## src/rtl/pe_sched_pkg.sv

```systemverilog
// Shared types and sizing helpers for the PE tile scheduler.
// Imported by the scheduler, its drain unit and the bus interface.
package pe_sched_pkg;
  localparam int DEF_N = 786;
  localparam int DEF_DW = 16;
  localparam int DEF_PE_NUM = 8;

  typedef enum logic [2:0] {
    IDLE,
    ISSUE,
    WAIT_PE,
    DRAIN,
    DONE
  } state_t;

  typedef logic signed [2*DEF_DW-1:0] res_t;

  function automatic int calc_rw(int n, int p);
    return $clog2(n + p);
  endfunction

  function automatic int calc_tiles(int n, int p);
    return (n + p - 1) / p;
  endfunction
endpackage

```

## src/rtl/pe_tile_scheduler_if.sv

```systemverilog
// Control, tile-offer, PE-result and y-write bundle of the scheduler.
// master = scheduler side, slave = array / memory / control side.
interface pe_tile_scheduler_if
  import pe_sched_pkg::*;
#(
  parameter int N = DEF_N,
  parameter int DW = DEF_DW,
  parameter int PE_NUM = DEF_PE_NUM,
  parameter int RW = calc_rw(N, PE_NUM)
);
  logic start;
  logic abort;
  logic busy;
  logic done;
  logic tile_valid;
  logic tile_ready;
  logic [RW-1:0] tile_row;
  logic [PE_NUM-1:0] tile_mask;
  logic [PE_NUM-1:0] pe_done;
  logic [PE_NUM*2*DW-1:0] pe_y;
  logic y_we;
  logic [RW-1:0] y_addr;
  logic [2*DW-1:0] y_wdata;
  logic y_wr_ready;

  modport master (
    input start, abort, tile_ready,
    input pe_done, pe_y, y_wr_ready,
    output busy, done, tile_valid,
    output tile_row, tile_mask,
    output y_we, y_addr, y_wdata
  );

  modport slave (
    output start, abort, tile_ready,
    output pe_done, pe_y, y_wr_ready,
    input busy, done, tile_valid,
    input tile_row, tile_mask,
    input y_we, y_addr, y_wdata
  );
endinterface

```

## src/rtl/pe_result_drain.sv

```systemverilog
// Captures one tile of PE results and serializes the live entries
// to the y write port under y_wr_ready backpressure.
module pe_result_drain
  import pe_sched_pkg::*;
#(
  parameter int DW = DEF_DW,
  parameter int PE_NUM = DEF_PE_NUM,
  parameter int RW = calc_rw(DEF_N, DEF_PE_NUM)
) (
  input  logic clk,
  input  logic rst,
  input  logic abort,
  input  logic load,
  input  logic [RW-1:0] row,
  input  logic [PE_NUM-1:0] mask,
  input  logic [PE_NUM*2*DW-1:0] pe_y,
  input  logic wr_ready,
  output logic we,
  output logic [RW-1:0] addr,
  output logic [2*DW-1:0] wdata,
  output logic last
);
  localparam int KW = (PE_NUM > 1) ? $clog2(PE_NUM) : 1;

  typedef logic signed [2*DW-1:0] word_t;

  word_t buf_q [PE_NUM];
  logic [PE_NUM-1:0] rem;
  logic [KW-1:0] k;
  logic [KW-1:0] kn;
  logic fire;

  // live entries are contiguous from PE 0, so rem[0] says "one more"
  assign kn = k + 1'b1;
  assign fire = we && wr_ready;
  assign last = fire && !rem[0];

  always_ff @(posedge clk or posedge rst) begin
    if (rst) begin
      for (int i = 0; i < PE_NUM; i++) buf_q[i] <= '0;
      rem <= '0;
      k <= '0;
      we <= 1'b0;
      addr <= '0;
      wdata <= '0;
    end else if (abort) begin
      rem <= '0;
      k <= '0;
      we <= 1'b0;
      addr <= '0;
      wdata <= '0;
    end else if (load) begin
      for (int i = 0; i < PE_NUM; i++)
        buf_q[i] <= mask[i] ? pe_y[i*2*DW +: 2*DW] : '0;
      rem <= mask >> 1;
      k <= '0;
      we <= 1'b1;
      addr <= row;
      wdata <= pe_y[2*DW-1:0];
    end else if (fire) begin
      rem <= rem >> 1;
      if (rem[0]) begin
        k <= kn;
        addr <= row + RW'(kn);
        wdata <= buf_q[kn];
      end else begin
        k <= '0;
        we <= 1'b0;
        addr <= '0;
        wdata <= '0;
      end
    end
  end
endmodule

```

## src/rtl/pe_tile_scheduler.sv

```systemverilog
// Sequences row tiles of an N x N mat-vec onto a PE_NUM-wide array,
// waits for the live PEs, then drains results to the y memory.
module pe_tile_scheduler
  import pe_sched_pkg::*;
#(
  parameter int N = DEF_N,
  parameter int DW = DEF_DW,
  parameter int PE_NUM = DEF_PE_NUM,
  parameter int RW = calc_rw(N, PE_NUM)
) (
  input logic clk,
  input logic rst,
  pe_tile_scheduler_if.master bus
);
  state_t state;
  logic busy;
  logic done;
  logic tile_valid;
  logic [RW-1:0] tile_row;
  logic [PE_NUM-1:0] tile_mask;
  logic [RW-1:0] next_row;
  logic all_done;
  logic load;
  logic drain_last;
  logic y_we;
  logic [RW-1:0] y_addr;
  logic [2*DW-1:0] y_wdata;

  function automatic logic [PE_NUM-1:0] row_mask(logic [RW-1:0] r);
    logic [PE_NUM-1:0] m;
    for (int i = 0; i < PE_NUM; i++)
      m[i] = (r + RW'(i)) < RW'(N);
    return m;
  endfunction

  assign all_done = &(bus.pe_done | ~tile_mask);
  assign load = (state == WAIT_PE) && all_done && !bus.abort;
  assign next_row = tile_row + RW'(PE_NUM);

  always_ff @(posedge clk or posedge rst) begin
    if (rst) begin
      state <= IDLE;
      busy <= 1'b0;
      done <= 1'b0;
      tile_valid <= 1'b0;
      tile_row <= '0;
      tile_mask <= '0;
    end else if (bus.abort) begin
      state <= IDLE;
      busy <= 1'b0;
      done <= 1'b0;
      tile_valid <= 1'b0;
      tile_row <= '0;
      tile_mask <= '0;
    end else begin
      unique case (state)
        IDLE: begin
          if (bus.start) begin
            state <= ISSUE;
            busy <= 1'b1;
            tile_valid <= 1'b1;
            tile_row <= '0;
            tile_mask <= row_mask('0);
          end
        end
        ISSUE: begin
          if (bus.tile_ready) begin
            state <= WAIT_PE;
            tile_valid <= 1'b0;
          end
        end
        WAIT_PE: begin
          if (all_done) state <= DRAIN;
        end
        DRAIN: begin
          if (drain_last) begin
            if (next_row >= RW'(N)) begin
              state <= DONE;
              done <= 1'b1;
            end else begin
              state <= ISSUE;
              tile_valid <= 1'b1;
              tile_row <= next_row;
              tile_mask <= row_mask(next_row);
            end
          end
        end
        DONE: begin
          state <= IDLE;
          busy <= 1'b0;
          done <= 1'b0;
          tile_row <= '0;
          tile_mask <= '0;
        end
        default: state <= IDLE;
      endcase
    end
  end

  pe_result_drain #(
    .DW(DW),
    .PE_NUM(PE_NUM),
    .RW(RW)
  ) u_drain (
    .clk(clk),
    .rst(rst),
    .abort(bus.abort),
    .load(load),
    .row(tile_row),
    .mask(tile_mask),
    .pe_y(bus.pe_y),
    .wr_ready(bus.y_wr_ready),
    .we(y_we),
    .addr(y_addr),
    .wdata(y_wdata),
    .last(drain_last)
  );

  assign bus.busy = busy;
  assign bus.done = done;
  assign bus.tile_valid = tile_valid;
  assign bus.tile_row = tile_row;
  assign bus.tile_mask = tile_mask;
  assign bus.y_we = y_we;
  assign bus.y_addr = y_addr;
  assign bus.y_wdata = y_wdata;
endmodule

```

## src/flat_wrapper.sv

```systemverilog
// flat-port wrapper written by rule: the top's interface ports become plain ports
module pe_tile_scheduler_flat import pe_sched_pkg::*;
#(
  parameter int N = DEF_N,
  parameter int DW = DEF_DW,
  parameter int PE_NUM = DEF_PE_NUM,
  parameter int RW = calc_rw(N, PE_NUM)
)
  (clk, rst, bus_start, bus_abort, bus_tile_ready, bus_pe_done, bus_pe_y, bus_y_wr_ready, bus_busy, bus_done, bus_tile_valid, bus_tile_row, bus_tile_mask, bus_y_we, bus_y_addr, bus_y_wdata);
  pe_tile_scheduler_if #(.N(N), .DW(DW), .PE_NUM(PE_NUM), .RW(RW)) bus_i ();
  input logic clk;
  input logic rst;
  input wire logic [$bits(bus_i.start)-1:0] bus_start;
  input wire logic [$bits(bus_i.abort)-1:0] bus_abort;
  input wire logic [$bits(bus_i.tile_ready)-1:0] bus_tile_ready;
  input wire logic [$bits(bus_i.pe_done)-1:0] bus_pe_done;
  input wire logic [$bits(bus_i.pe_y)-1:0] bus_pe_y;
  input wire logic [$bits(bus_i.y_wr_ready)-1:0] bus_y_wr_ready;
  output wire logic [$bits(bus_i.busy)-1:0] bus_busy;
  output wire logic [$bits(bus_i.done)-1:0] bus_done;
  output wire logic [$bits(bus_i.tile_valid)-1:0] bus_tile_valid;
  output wire logic [$bits(bus_i.tile_row)-1:0] bus_tile_row;
  output wire logic [$bits(bus_i.tile_mask)-1:0] bus_tile_mask;
  output wire logic [$bits(bus_i.y_we)-1:0] bus_y_we;
  output wire logic [$bits(bus_i.y_addr)-1:0] bus_y_addr;
  output wire logic [$bits(bus_i.y_wdata)-1:0] bus_y_wdata;
  assign bus_i.start = bus_start;
  assign bus_i.abort = bus_abort;
  assign bus_i.tile_ready = bus_tile_ready;
  assign bus_i.pe_done = bus_pe_done;
  assign bus_i.pe_y = bus_pe_y;
  assign bus_i.y_wr_ready = bus_y_wr_ready;
  assign bus_busy = bus_i.busy;
  assign bus_done = bus_i.done;
  assign bus_tile_valid = bus_i.tile_valid;
  assign bus_tile_row = bus_i.tile_row;
  assign bus_tile_mask = bus_i.tile_mask;
  assign bus_y_we = bus_i.y_we;
  assign bus_y_addr = bus_i.y_addr;
  assign bus_y_wdata = bus_i.y_wdata;
  pe_tile_scheduler #(.N(N), .DW(DW), .PE_NUM(PE_NUM), .RW(RW)) u_core (.clk(clk), .rst(rst), .bus(bus_i));
endmodule
```

## config.mk

```make
export PLATFORM = sky130hd
export DESIGN_NAME = pe_tile_scheduler_flat
export DESIGN_NICKNAME = d
export VERILOG_FILES = /design/src/rtl/pe_sched_pkg.sv /design/src/rtl/pe_tile_scheduler_if.sv /design/src/rtl/pe_result_drain.sv /design/src/rtl/pe_tile_scheduler.sv /design/src/flat_wrapper.sv
export SDC_FILE = /design/constraint.sdc
export NUM_CORES = 1
export LEC_CHECK = 0
export ABC_AREA = 1
export CORE_ASPECT_RATIO = 0.8
export CORE_MARGIN = 2
export CORE_UTILIZATION = 25
export DETAILED_ROUTE_END_ITERATION = 16
export PLACE_DENSITY = 0.44
export SYNTH_ARGS = -nofsm -noshare
export SYNTH_HDL_FRONTEND = slang
export SYNTH_HIERARCHICAL = 1
export SYNTH_SLANG_ARGS = --single-unit
```

## constraint.sdc

```tcl
create_clock -name clk -period 11.41 [get_ports clk]
set_input_delay 1.7115 -clock clk [delete_from_list [all_inputs] [get_ports clk]]
set_output_delay 1.7115 -clock clk [all_outputs]
set_load 0.01 [all_outputs]
```

## Word level (Yosys, flattened, before mapping)

Cells that the tools add are included.

| cells by class | value |
|---|---|
| reductions and logical operators | 20 |
| $add $sub $neg | 10 |
| multiplexer cells | 59 |
| equality and inequality tests | 11 |
| order comparisons | 10 |
| bitwise operators | 4 |

Operators by type and width:

| operator | number |
|---|---|
| $mux W32 | 14 |
| $bmux W32 S3 | 1 |
| $lt A10 B10 Y1 const B | 8 |
| $mux W10 | 8 |
| $mux W8 | 7 |
| $add A10 B3 Y10 const B | 4 |
| $mux W3 | 10 |
| $pmux W10 S3 | 1 |
| $pmux W8 S3 | 1 |
| $add A10 B2 Y10 const B | 2 |
| $mux W1 | 13 |
| $ne A3 B2 Y1 const B | 4 |
| $pmux W3 S4 | 1 |
| $add A10 B1 Y10 const B | 1 |
| $add A10 B3 Y10 | 1 |
| $add A10 B4 Y10 const B | 1 |
| $ge A10 B10 Y1 const B | 1 |
| $ne A3 B3 Y1 const B | 3 |
| $reduce_bool A3 Y1 | 3 |
| $not A8 Y8 | 1 |
| $or A8 B8 Y8 | 1 |
| $reduce_and A4 Y1 | 2 |
| $reduce_and A8 Y1 | 1 |
| $reduce_bool A4 Y1 | 2 |
| 15 further kinds | 23 |

| word-level totals | value |
|---|---|
| logic and storage cells | 133 |
| output and inout bits | 64 |
| register bits | 334 |
| input port bits | 270 |

## Logic depth before layout (Yosys ltp)

| logic depth | value |
|---|---|
| depth in word-level cells | 9 |
| gate-level depth with buffers | 13 |
| depth with buffers taken out | 12 |

## Modules after synthesis

The synthesis kept the hierarchy.

By module, submodules not included:

| module | sequential area each (um2) | area each (um2) | instances | cells each |
|---|---|---|---|---|
| pe_result_drain | 7732.4 | 14376.3 | 1 | 1630 |
| pe_tile_scheduler | 500.5 | 1276.2 | 1 | 166 |

## Worst setup path after synthesis

No wires, ideal clock.

| timing | value |
|---|---|
| path type | input-to-reg |
| from | in bus_pe_done[6] |
| to | reg u_core/u_drain/buf_q[4] (netlist bit) |
| stages on the path | 10 |
| setup time | 131 ps |
| data required time | 11279 ps |
| path slack | 8208 ps |
| path buffers | 3 |
| data arrival time | 3071 ps |
| cell sequence | a21boi_0 nor2_1 nand2_1 nor3_1 nand2_2 buf_4 buf_2 buf_2 nand2_1 o21ai_0 |

| on the way | value |
|---|---|
| longest elaborated chain between the ends | 5 |

RTL lines:

| what | line | text |
|---|---|---|
| from (decl) | flat_wrapper.sv:16 | `input wire logic [$bits(bus_i.pe_done)-1:0] bus_pe_done;` |
| $or A8 B8 Y8 | pe_tile_scheduler.sv:36 | `assign all_done = &(bus.pe_done \| ~tile_mask);` |
| $reduce_and A8 Y1 | pe_tile_scheduler.sv:36 |  |
| $logic_and A1 B1 Y1 (2 in series) | pe_tile_scheduler.sv:37 | `assign load = (state == WAIT_PE) && all_done && !bus.abort;` |
| named net u_core.load | pe_tile_scheduler.sv:23 | `logic load;` |
| $reduce_and A2 Y1 (no source line) | n/a |  |
| to (signal, indexed assignment) | pe_result_drain.sv:54 | `buf_q[i] <= mask[i] ? pe_y[i*2*DW +: 2*DW] : '0;` |
| to (decl) | pe_result_drain.sv:27 | `word_t buf_q [PE_NUM];` |

The timed path passes the listed nets, and every way through them passes these cells.
A chain may end at the register's enable or synchronous reset.

## Final worst setup path

| timing | value |
|---|---|
| from | in bus_abort |
| to | reg u_core.u_drain.rem[4] |

| on the way | value |
|---|---|
| longest elaborated chain between the ends | 4 |
| elaborated cells on any way between the ends | 5 |
| those cells by class | mux: 2; reduce/logical: 3 |

RTL lines:

| what | line | text |
|---|---|---|
| from (decl) | flat_wrapper.sv:14 | `input wire logic [$bits(bus_i.abort)-1:0] bus_abort;` |
| $logic_not A1 Y1 (*) | pe_tile_scheduler.sv:37 |  |
| $logic_and A1 B1 Y1 (*) | pe_tile_scheduler.sv:37 |  |
| named net u_core.load | pe_tile_scheduler.sv:23 |  |
| $mux W8 | pe_result_drain.sv:52 | `end else if (load) begin` |
| $mux W8 | pe_result_drain.sv:46 | `end else if (abort) begin` |
| to (signal assigned) | pe_result_drain.sv:55 | `rem <= mask >> 1;` |
| to (signal assigned) | pe_result_drain.sv:61 | `rem <= rem >> 1;` |
| to (decl) | pe_result_drain.sv:28 | `logic [PE_NUM-1:0] rem;` |

The timed path passes the listed nets; every way through them passes the cells marked *.

==> impl_metrics.csv <==
group,metric,value,unit
logic_synthesis,yosys-top-cells-area,"dfrtp_1 (53%), nand2_1 (14%), a22o_1 (11%)",
sta,fin_ws,6.51,ns
worst_setup_path,crit_required,11.86,ns
sta,max_freq,204,MHz
worst_setup_path,endpoint_kind,"register",
logic_synthesis,yosys.area.top_type,"dfrtp_1",
global_route,gr-usage-all-layers,18.0,%
power,p_leak,0.00934,uW
floorplan,rows,82,
drt,avgRoutedWirePerCell,20.2,um
floorplan,die_area,64600,um2
sta,final.period_utilization,43.0,%
worst_setup_path,endpoint,"u_core/u_drain/rem[4]$_DFFE_PP0P_",
clocking,htree_num_levels,2,
cells_and_area,synthToLayoutAreaGrowth,32.8,%
cells_and_area,final_common_cell,"nand2_1",
worst_setup_path,cpPeakStageDelay,1.05,ns
worst_setup_path,crit_start,"bus_abort",
power,p_per_area,181,nW/um2
drt,wl,59100,um
power,peakVddDrop,63.5,uV
logic_synthesis,avgSynthCellArea,8.72,um2
worst_setup_path,crit_fanout,153,
cells_and_area,regArea,8240,um2
clocking,cts_buffers,40,
drt,via_per_inst,4.72,
worst_setup_path,crit_slowest_cell,"nor2_4",
worst_setup_path,r2r.worst_path.cells,8,
sta,rsz0062_at_grt,"false",
worst_setup_path,r2r-end,"u_core/u_drain/wdata[4]$_DFFE_PP0P_",
sta,slew_violations,0,
sta,maxSlewHeadroom,20.2,%
floorplan,die_w,284,um
drt,drc,0,
drt,ant_nets,0,
logic_synthesis,postSynthRegisterBits,329,
sta,hold_viol,0,
cells_and_area,layout.cells.most_common_list,"nand2_1 (566), clkdlybuf4s50_1 (330), dfrtp_1 (328)",
hold_path,hold_depth,2,
drt,vias,13800,
worst_setup_path,path_cells,"clkdlybuf4s50_1 > nor3_1 > nand2_8 > nor2_4 > o21ai_0 > o21ai_0",
worst_setup_path,cpMostUsedCell,"o21ai_0",
status,status,"completed",
cells_and_area,final.fill_count,6521,
worst_setup_path,ff2ff_setup_slack,7.24,ns
logic_synthesis,synthesis.area,15700,um2
cells_and_area,final_nets,2335,
drt,drt_iter0_drc,1040,
run,maxCapViolCount,0,
hold_path,hold_class,"register to register",
floorplan,die_h,228,um
sta,clock_skew,0.0193,ns
logic_synthesis,synth_cells,1796,
cells_and_area,layout-drive-gt1-share,5.76,%
clocking,root_buffer,"clkbuf_16",
clocking,cts_resized,0,
logic_synthesis,synth_seq_area_share,52.6,%
global_route,grt_pass1_wl,90200,um
floorplan,fp.coreArea,62300,um2
clocking,postCtsSetupBuffers,0,
placed_design,place_ws,5.89,ns
global_route,antenna_found_initial,2,
placed_design,port_buffers,330,
sta,fin_crit,4.90,ns
floorplan,ios,334,
worst_setup_path,cp.arrival,5.36,ns
drt,drtPass1Iterations,6,
sta,finalSetupTns,0,ns
placed_design,hpwl,39200,um
worst_setup_path,startpoint_type,"primary input",
logic_synthesis,synth_top_area_share,52.6,%
global_route,grt_pass1_vias,13700,
sta,setup_viol,0,
clocking,clkTransAtPathRegs,0.06,ns
placed_design,gp_congestion,0.807,
floorplan,start_util,25.1,%
clocking,cts_tree,"yes",
global_route,grt_max_degree,154,
global_route,overflow,0,
logic_synthesis,yosysWarnings,6,
clocking,cts-hold-fix-buffers,0,
sta,tightest_slew,1.20,ns
clocking,clk_latency,0.56,ns
clocking,cts_sinks,329,
cells_and_area,multi_input_area,6430,um2
clocking,clockBufferDepth,3,
worst_setup_path,r2r-start,"u_core/u_drain/k[0]$_DFFE_PP0P_",
logic_synthesis,synthDistinctLibCells,35,
worst_setup_path,critPathKind,"primary input to register",
[critical path: cells and delay by family]
| kind | cells | cell delay (ns) |
|---|---|---|
| simple gates | 3 | 2.63 |
| buf+inv | 1 | 0.65 |
| compound gates | 2 | 0.32 |
[how the worst min path moves through the flow]
stage,from,to,slack [ns]
finish,u_core/u_drain/addr[9]$_DFFE_PP0P_,u_core/u_drain/addr[9]$_DFFE_PP0P_,0.48
global route,u_core/u_drain/buf_q[237]$_DFFE_PP0P_,u_core/u_drain/buf_q[237]$_DFFE_PP0P_,0.50
CTS,u_core/u_drain/addr[9]$_DFFE_PP0P_,u_core/u_drain/addr[9]$_DFFE_PP0P_,0.48
detailed placement,u_core/u_drain/addr[9]$_DFFE_PP0P_,u_core/u_drain/addr[9]$_DFFE_PP0P_,0.47
global placement,u_core/u_drain/buf_q[237]$_DFFE_PP0P_,u_core/u_drain/buf_q[237]$_DFFE_PP0P_,0.46
floorplan,u_core/u_drain/buf_q[224]$_DFFE_PP0P_,u_core/u_drain/buf_q[224]$_DFFE_PP0P_,0.45
[through the flow]
step | std cells | hold slack (ns) | utilization, % | total power (uW) | cell area [um2]
global placement | 2856 | 0.465 | 31.4 | 2540 | 19500
floorplan | 1805 | 0.452 | - | 2170 | 15700
finish | 2926 | 0.478 | 33.4 | 3760 | 20800
detailed placement | 2856 | 0.465 | 31.4 | 2550 | 19500
global route | 2926 | 0.499 | 33.4 | 4000 | 20800
CTS | 2925 | 0.482 | 33.4 | 3820 | 20800
[synthesized netlist by cell type (all sizes together)]
cell / number
xnor2: 2
conb: 1
nand3: 183
o21ai: 96
fa: 1
a21oi: 38
dfrtp: 329
nor2: 78
inv: 114
buf: 102
o22ai: 3
nand4: 4
nand2: 578
a21boi: 1
o21bai: 3
nor3: 2
a22o: 192
clkbuf: 29
o211ai: 1
ha: 6
o31ai: 33
[sequential cells by signal, indices dropped and copies added, names as in the netlist, 3 cells and up]
| register | flops |
|---|---|
| u_core/u_drain/wdata | 32 |
| u_core/u_drain/k | 3 |
| u_core/u_drain/addr | 10 |
| u_core/u_drain/buf_q | 256 |
| u_core/bus.tile_mask | 7 |
| u_core/state | 3 |
| u_core/bus.tile_row | 7 |
| u_core/u_drain/rem | 7 |
[layout make-up]
type,instances,share of cell area [%]
diodes,1,0.0120
clock buffers,51,5.36
clock inverters,18,0.614
inverters,114,2.11
multi-input cells,1231,30.9
flip-flops and latches,329,39.6
well taps,840,5.06
repair buffers,342,16.3
[power breakdown]
| group | internal, uW | switching (uW) |
|---|---|---|
| Sequential | 1460 | 182 |
| Combinational | 433 | 454 |
| Clock | 711 | 526 |
[layer usage]
metal | vias up | part of all wire, % | global-route usage [%]
met2 | 398 | 41 | 25.0
met3 | 48 | 5.3 | 3.16
met4 | 2 | 1.3 | 3.65
li1 | 6543 | - | -
met1 | 6807 | 52 | 28.8
met5 | - | 0.020 | 0
[logic make-up (layout without fill, tap and decap cells)]
logic type | count (synthesis) | count (layout) | synth area share, %
buf+inv | 245 | 525 | 7.12
other cells | 1 | 11 | 0.0240
fa+ha+maj | 7 | 7 | 0.608
compound gates | 367 | 367 | 17.2
flops | 329 | 329 | 52.6
simple gates | 845 | 845 | 22.3
xor+xnor | 2 | 2 | 0.160
No activity file was read; power rests on OpenSTA's default activity.
